File: src/rtl/video_timing_gen.sv
// Purpose: raster timing generator - pixel/line counters, blanking, adjustable syncs, RGB gating, frame strobe.
// Latency: HBLK/VBLK/HSYN/oRGB lag the counters by one pixel enable; VSYN switches on the hcnt wrap edge.
// Backpressure: none; CE_PIX gates every state update, and all flop outputs hold between enables.
module video_timing_gen #(
    parameter int H_TOTAL      = 384,
    parameter int H_ACT_START  = 16,
    parameter int H_ACT        = 256,
    parameter int H_SYNC_START = 311,
    parameter int H_SYNC_LEN   = 32,
    parameter int V_TOTAL      = 263,
    parameter int V_ACT_START  = 16,
    parameter int V_ACT        = 192,
    parameter int V_SYNC_START = 235,
    parameter int V_SYNC_LEN   = 8,
    parameter int RGB_W        = 12,
    parameter int CNT_W        = 9
) (
    input  logic             MCLK,
    input  logic             RESET,
    input  logic             CE_PIX,
    input  logic [3:0]       H_ADJ,
    input  logic [3:0]       V_ADJ,
    input  logic [RGB_W-1:0] iRGB,
    output logic [CNT_W-1:0] HPOS,
    output logic [CNT_W-1:0] VPOS,
    output logic [RGB_W-1:0] oRGB,
    output logic             HBLK,
    output logic             VBLK,
    output logic             HSYN,
    output logic             VSYN,
    output logic             FRAME_STB
);

    // One spare bit for unsigned range compares, two for signed sync arithmetic.
    localparam int EW = CNT_W + 1;
    localparam int SW = CNT_W + 2;

    localparam logic signed [SW-1:0] HT_S = SW'(H_TOTAL);
    localparam logic signed [SW-1:0] VT_S = SW'(V_TOTAL);

    // Parameter sets that cannot produce a legal raster stop elaboration.
    if (H_ACT_START + H_ACT > H_TOTAL) begin : g_bad_h_act
        $error("video_timing_gen: horizontal active region exceeds H_TOTAL");
    end
    if (V_ACT_START + V_ACT > V_TOTAL) begin : g_bad_v_act
        $error("video_timing_gen: vertical active region exceeds V_TOTAL");
    end
    if (H_SYNC_LEN >= H_TOTAL || V_SYNC_LEN >= V_TOTAL) begin : g_bad_sync_len
        $error("video_timing_gen: sync length must be shorter than its total");
    end
    if (H_TOTAL > (1 << CNT_W) || V_TOTAL > (1 << CNT_W)) begin : g_bad_total
        $error("video_timing_gen: totals do not fit in CNT_W bits");
    end
    if (H_SYNC_START >= H_TOTAL || V_SYNC_START >= V_TOTAL) begin : g_bad_sync_start
        $error("video_timing_gen: nominal sync start must lie inside the raster");
    end

    logic [CNT_W-1:0]  hcnt;
    logic [CNT_W-1:0]  vcnt;
    logic [CNT_W-1:0]  vcnt_next;
    logic signed [3:0] h_adj;
    logic signed [3:0] v_adj;
    logic signed [3:0] v_adj_eff;
    logic              h_last;
    logic              v_last;
    logic              frame_end;
    logic              h_act;
    logic              v_act;
    logic signed [SW-1:0] hs_start;
    logic signed [SW-1:0] hs_dist;
    logic signed [SW-1:0] vs_start;
    logic signed [SW-1:0] vs_dist;
    logic              h_in_sync;
    logic              v_in_sync;

    assign h_last    = (hcnt == CNT_W'(H_TOTAL - 1));
    assign v_last    = (vcnt == CNT_W'(V_TOTAL - 1));
    assign frame_end = h_last && v_last;

    // Active-relative positions wrap naturally modulo 2^CNT_W.
    assign HPOS = hcnt - CNT_W'(H_ACT_START);
    assign VPOS = vcnt - CNT_W'(V_ACT_START);

    // Active window decode and line number the vertical counter moves to on a line wrap.
    always_comb begin
        h_act     = ({1'b0, hcnt} >= EW'(H_ACT_START)) && ({1'b0, hcnt} < EW'(H_ACT_START + H_ACT));
        v_act     = ({1'b0, vcnt} >= EW'(V_ACT_START)) && ({1'b0, vcnt} < EW'(V_ACT_START + V_ACT));
        vcnt_next = v_last ? '0 : vcnt + 1'b1;
        // The first line of a new frame already uses the offset being captured at the frame boundary.
        v_adj_eff = frame_end ? $signed(V_ADJ) : v_adj;
    end

    // Horizontal sync window: start folded into 0..H_TOTAL-1, then a modular distance test so the window may wrap through hcnt=0.
    always_comb begin
        hs_start = SW'(H_SYNC_START) + SW'(h_adj);
        if (hs_start[SW-1]) begin
            hs_start = hs_start + HT_S;
        end else if (hs_start >= HT_S) begin
            hs_start = hs_start - HT_S;
        end
        hs_dist = $signed({2'b00, hcnt}) - hs_start;
        if (hs_dist[SW-1]) begin
            hs_dist = hs_dist + HT_S;
        end
        h_in_sync = (hs_dist < SW'(H_SYNC_LEN));
    end

    // Vertical sync window, evaluated for the line about to start so VSYN edges land on the hcnt=0 boundary.
    always_comb begin
        vs_start = SW'(V_SYNC_START) + SW'(v_adj_eff);
        if (vs_start[SW-1]) begin
            vs_start = vs_start + VT_S;
        end else if (vs_start >= VT_S) begin
            vs_start = vs_start - VT_S;
        end
        vs_dist = $signed({2'b00, vcnt_next}) - vs_start;
        if (vs_dist[SW-1]) begin
            vs_dist = vs_dist + VT_S;
        end
        v_in_sync = (vs_dist < SW'(V_SYNC_LEN));
    end

    // Raster counters and per-frame capture of the sync offsets.
    always_ff @(posedge MCLK or posedge RESET) begin
        if (RESET) begin
            hcnt  <= '0;
            vcnt  <= '0;
            h_adj <= '0;
            v_adj <= '0;
        end else if (CE_PIX) begin
            hcnt <= h_last ? '0 : hcnt + 1'b1;
            if (h_last) begin
                vcnt <= vcnt_next;
            end
            if (frame_end) begin
                h_adj <= $signed(H_ADJ);
                v_adj <= $signed(V_ADJ);
            end
        end
    end

    // Registered blanking, gated pixel and sync outputs; they change only on pixel enables.
    always_ff @(posedge MCLK or posedge RESET) begin
        if (RESET) begin
            HBLK <= 1'b1;
            VBLK <= 1'b1;
            HSYN <= 1'b1;
            VSYN <= 1'b1;
            oRGB <= '0;
        end else if (CE_PIX) begin
            HBLK <= !h_act;
            VBLK <= !v_act;
            oRGB <= (h_act && v_act) ? iRGB : '0;
            HSYN <= !h_in_sync;
            if (h_last) begin
                VSYN <= !v_in_sync;
            end
        end
    end

    // Frame strobe lasts one MCLK even when pixel enables are sparse.
    always_ff @(posedge MCLK or posedge RESET) begin
        if (RESET) begin
            FRAME_STB <= 1'b0;
        end else begin
            FRAME_STB <= CE_PIX && frame_end;
        end
    end

endmodule

File: config.mk
export PLATFORM = sky130hd
export DESIGN_NAME = video_timing_gen
export DESIGN_NICKNAME = d
export VERILOG_FILES = /design/src/rtl/video_timing_gen.sv
export SDC_FILE = /design/constraint.sdc
export NUM_CORES = 1
export LEC_CHECK = 0
export BUFFER_PORTS_ARGS = -buffer_cell sky130_fd_sc_hd__buf_2
export CAP_MARGIN = 30
export CORE_MARGIN = 3
export CORE_UTILIZATION = 28
export DETAILED_ROUTE_END_ITERATION = 16
export REMOVE_ABC_BUFFERS = 1
export SLEW_MARGIN = 20
export SYNTH_ARGS = -nofsm -noshare
export SYNTH_HDL_FRONTEND = slang
export SYNTH_SLANG_ARGS = --single-unit
File: constraint.sdc
create_clock -name MCLK -period 4.35 [get_ports MCLK]
set_clock_uncertainty 0.1 [all_clocks]
set_input_delay 0.435 -clock MCLK [delete_from_list [all_inputs] [get_ports MCLK]]
set_output_delay 0.435 -clock MCLK [all_outputs]
set_load 0.05 [all_outputs]
Word level (Yosys, flattened, before mapping)

Index checks and enable logic that the tools add are counted.

Memories: 0
Bits in writable memories: 0
Input bits: 23
ROM bits: 0
Register bits after elaboration: 43
Word-level logic and storage cells: 55
Latch bits: 0
Output and inout bits: 35

Equality and inequality tests: 2
Add/sub/neg operators: 14
Order comparisons: 8
Div/mod/pow operators: 0
Bitwise operators: 0
Multiply operators: 0
Muxes and demuxes: 10
Shifts and indexed selects: 0
Reduce and logical (&&, ||, !) cells: 11

Operators by type and width:

| kind                     | count |
|---|---|
| $mux W11                 | 6 |
| $add A11 B10 Y11 const B | 3 |
| $sub A10 B11 Y11         | 2 |
| $add A9 B1 Y9 const B    | 2 |
| $eq A9 B9 Y1 const B     | 2 |
| $ge A9 B5 Y1 const B     | 2 |
| $mux W9                  | 2 |
| $sub A9 B5 Y9 const B    | 2 |
| $mux W12                 | 1 |
| $add A10 B10 Y11 const B | 1 |
| $add A10 B4 Y11 const A  | 1 |
| $ge A11 B10 Y1 const B   | 1 |
| $lt A11 B5 Y1 const B    | 1 |
| $lt A11 B7 Y1 const B    | 1 |
| $sub A10 B10 Y11 const B | 1 |
| $sub A11 B10 Y11 const B | 1 |
| $add A9 B4 Y10 const A   | 1 |
| $ge A10 B10 Y1 const B   | 1 |
| $lt A9 B8 Y1 const B     | 1 |
| $lt A9 B9 Y1 const B     | 1 |
| $logic_and A1 B1 Y1      | 5 |
| $logic_not A1 Y1         | 4 |
| $mux W4                  | 1 |
| $reduce_and A2 Y1        | 2 |

Longest topological paths before layout

Depth in word-level cells: 12
Mapped depth: 15
Depth with buffers taken out: 15

Least setup slack after synthesis

Ideal clock, no wire load.

Path type: register -> register
From: register vcnt[4]
To: register VSYN
Data arrival time: 4.081 ns
Setup slack: 0.079 ns
Cell stages (with the launch flop): 16
Required time: 4.160 ns
Buffers on the path: 0
Cells stage by stage: dfrtp_1 inv_1 ha_1 nand3b_1 nor4_4 mux2i_1 nand2_1 xor2_1 mux2i_1 ha_1 and2_1 a311oi_1 inv_1 mux2_2 a2111oi_0 a21oi_1

Longest elaborated chain between the ends: 12
Elaborated cells between the ends (all ways): 16
Classes of those cells: add/sub (6); order compare (2); eq/ne (1); mux (5); reduce/logical (2)

RTL lines:

| item                                               | line     | RTL |
|---|---|---|
| start, declared                                    | 59       | `logic [CNT_W-1:0] vcnt;` |
| start signal, assigned                             | 133      | `vcnt <= vcnt_next;` |
| $eq A9 B9 Y1                                       | 77       | `assign v_last = (vcnt == CNT_W'(V_TOTAL - 1));` |
| $logic_and A1 B1 Y1                                | 78       | `assign frame_end = h_last && v_last;` |
| $mux W4                                            | n/a      |  |
| $add A9 B4 Y10                                     | 110      | `vs_start = SW'(V_SYNC_START) + SW'(v_adj_eff);` |
| $sub A10 B10 Y11 or $ge A10 B10 Y1 (tied branches) | 114, 113 |  |
| $mux W11                                           | 113      | `end else if (vs_start >= VT_S) begin` |
| $mux W11                                           | 111      | `if (vs_start[SW-1]) begin` |
| $sub A10 B11 Y11 *                                 | 116      | `vs_dist = $signed({2'b00, vcnt_next}) - vs_start;` |
| $add A11 B10 Y11                                   | 118      | `vs_dist = vs_dist + VT_S;` |
| $mux W11 *                                         | 117      | `if (vs_dist[SW-1]) begin` |
| $lt A11 B5 Y1 *                                    | 120      | `v_in_sync = (vs_dist < SW'(V_SYNC_LEN));` |
| $logic_not A1 Y1 *                                 | 156      | `VSYN <= !v_in_sync;` |
| end signal, assigned                               | 156      |  |
| end, declared                                      | 30       | `output logic VSYN,` |

Mark *: on every way between the ends. The rest lies on a longest branch, timed or not.
A chain may end at the register's enable or synchronous reset.

Worst setup path in the final report

Same ends and word-level chain as after synthesis.

==> qor.yml <==
rsz0062_at_grt: "false"
drive_above_1_share: 0.265
synth_fa_ha_area_frac: 0.0996
vias: 2367
tightest_slew_ns: 0.568
layout.nets: 407
hold_path_class: "input pin to async pin"
min_period_ns: 3.96
maxSlewViolCount: 0
drt_iter0_markers: 103
viasPerCell: 4.78
io_pins: 58
ir_drop_v: 0.000371
hold_viol: 0
total_power_mw: 1.54
io_buffers: 57
synth-edff-count: 0
dp.cells: 487
hold_buffers: 0
endpoint_kind: "flip-flop"
dieArea_mm2: 0.0119
p_clk_frac: 0.168
synth_top_family_by_area: "simple AND/OR/NAND/NOR gates"
design.core.area_mm2: 0.0100
post-dp-hpwl_um: 5250
p_sw_mw: 0.728
antenna_left: 0
slew-limit-headroom: 0.621
synth.distinct_cells: 53
timing.rr.end: "VSYN"
dr.pass1.iters: 4
multiInputGateArea_mm2: 0.00169
cts_tree: "done"
grt_max_degree: 44
r2r-start: "vcnt[4]"
antenna_found_initial: 0
postSynthAreaPerCell_um2: 9.56
ff2ff_setup_slack_ns: 0.39
clk_pin_slew_ns: 0.09
status: "finished, final reports clean"
critPathMaxFanout: 7
syn_inst: 310
crit_path_start_kind: "flip-flop"
synth_xor_area_frac: 0.0946
synthArstFlopShare: 1.00
combPwrFrac: 0.487
maxCapViolCount: 0
yosysMostFrequentCell: "dfrtp_1"
cts_setup_buffers: 0
wirelength_um: 6720
yosysTopAreaCell: "dfrtp_1"
gp_congestion: 0.860
ys_warn_count: 0
synth.area.top_cells: "dfrtp_1, ha_1, xnor2_1"
nFillCells: 1035
synth.top_cell.area_share: 0.329
synth_compound_area_frac: 0.133
total_leakage_power_nw: 1.66
arrival_ns: 4.08
fmaxAchievable_mhz: 252
synthMuxAreaShare: 0.0650
drc: 0
htreeDepth: 2
cp.required_ns: 4.47
dieHeight_um: 109
crit_type: "flip-flop to flip-flop"
yosys-top-cells-count: "dfrtp_1, nor2_1, ha_1"
grt_pass1_wl_um: 11200
synthToLayoutAreaGrowth_pct: 16.2
synthSimpleGateAreaFrac: 0.172
setup_violations: 0
grtUsageTotal: 0.119
instances_no_fill: 495
synth_seq_cells: 43
register_area_mm2: 0.00108
antenna_cells: 0
clk_path_buf_depth: 2
finish.utilization: 0.343
setup_tns_ns: 0
overflow: 0
wire_per_inst_um: 13.6
p_int_mw: 0.808
cts_sinks: 43
cts_root_buffer: "clkbuf_8"
seqPwrFrac: 0.345
seq_area_frac_synth: 0.365
r2r_cells: 15
dieWidth_um: 109
initial_utilization: 0.295
fp-row-count: 36
clock_latency_ns: 0.29
powerDensity_mw_per_mm2: 446
crit_start: "vcnt[4]"
swShare: 0.474
netlist_area_mm2: 0.00296
synth_flop_cell: "dfrtp_1"
cts_made_buffers: 5
first_global_vias: 2294
fin_crit_sh: 0.911
[logic make-up (layout without fill, tap and decap cells)]
family          count (synthesis)  after routing
simple gates                   96             96
compound gates                 56             56
flops                          43             43
buf+inv                        41             93
xor+xnor                       32             32
fa+ha+maj                      23             23
mux                            18             18
other cells                     1              1
[power groups by stage]
stage / Clock, mW / Combinational, mW / Sequential, mW
after global routing: 0.294 / 0.818 / 0.542
after global placement: 0 / 0.748 / 0.535
final: 0.258 / 0.749 / 0.530
after detailed placement: 0 / 0.754 / 0.537
after CTS: 0.271 / 0.756 / 0.530
after floorplan: 0 / 0.386 / 0.722
[layout make-up]
| type | instances | area share |
|---|---|---|
| well taps | 133 | 0.0483 |
| inverters | 20 | 0.0218 |
| flip-flops and latches | 43 | 0.314 |
| repair buffers | 65 | 0.100 |
| clock buffers | 5 | 0.0200 |
| clock inverters | 3 | 0.00581 |
| multi-input cells | 226 | 0.490 |
[registers in the layout, summed over array words and instances (netlist names)]
signal	count
oRGB	12
hcnt	9
vcnt	9
h_adj	4
v_adj	4
FRAME_STB	1
HBLK	1
HSYN	1
VBLK	1
VSYN	1
[worst max path at each step]
stage	to
3_3_place_gp	VSYN
2_1_floorplan	VSYN
3_5_place_dp	VSYN
6_report	VSYN
4_1_cts	VSYN
5_1_grt	VSYN
[metal layers]
metal / up-vias / GRT usage / part of all wire
met5: - / 0 / 0
li1: 1169 / - / -
met1: 1140 / 0.164 / 0.49
met3: 5 / 0.0272 / 0.046
met2: 53 / 0.189 / 0.46
met4: 0 / 0.0280 / 0.0068
[what timing repair did]
action | in CTS | in global routing
resized for setup | 0 | 3
setup endpoints to repair | 0 | 1
hold endpoints to repair | 0 | 0
[metrics by stage]
step	hold WS (ns)	worst slack, ns	cell area (um^2)
after floorplan	0.385	0.0637	2830
after global placement	0.373	0.424	3340
after detailed placement	0.370	0.238	3340
after CTS	0.182	0.239	3430
after global routing	0.198	0.0259	3440
final	0.153	0.388	3440
[cells in the final DEF, fill, tap and decap left out, drive strengths merged, types with 2 or more instances in the layout]
master and instances:
buf 65, dfrtp 39, nor2 30, ha 22, nand2 21, inv 19, xnor2 18, xor2 14
o21ai 14, a22o 11, nand3 10, mux2 10, a21oi 9, mux2i 8, and2 5, clkbuf 5
dfstp 4, nand2b 4, nor4 4, nand4 3, nor3 3, a211oi 3, a31oi 3, nor2b 3
nand3b 2, or2 2, o211ai 2, nor3b 2, o22a 2, o41ai 2, clkinvlp 2, a311oi 2
and3b 2, clkinv 2
[worst max-delay path: stages, from the launching register on]
cell	delay [ns]
dfrtp_1	0.46
inv_1	0.17
ha_1	0.17
nand3b_1	0.16
nor4_4	0.37
mux2i_2	0.34
nand2_1	0.10
xor2_1	0.14
mux2i_1	0.13
ha_1	0.29
and2_1	0.19
a311oi_2	0.35
inv_1	0.11
mux2_2	0.28
a2111oi_1	0.38
a21oi_1	0.12
Power figures use the tool's default switching activity.
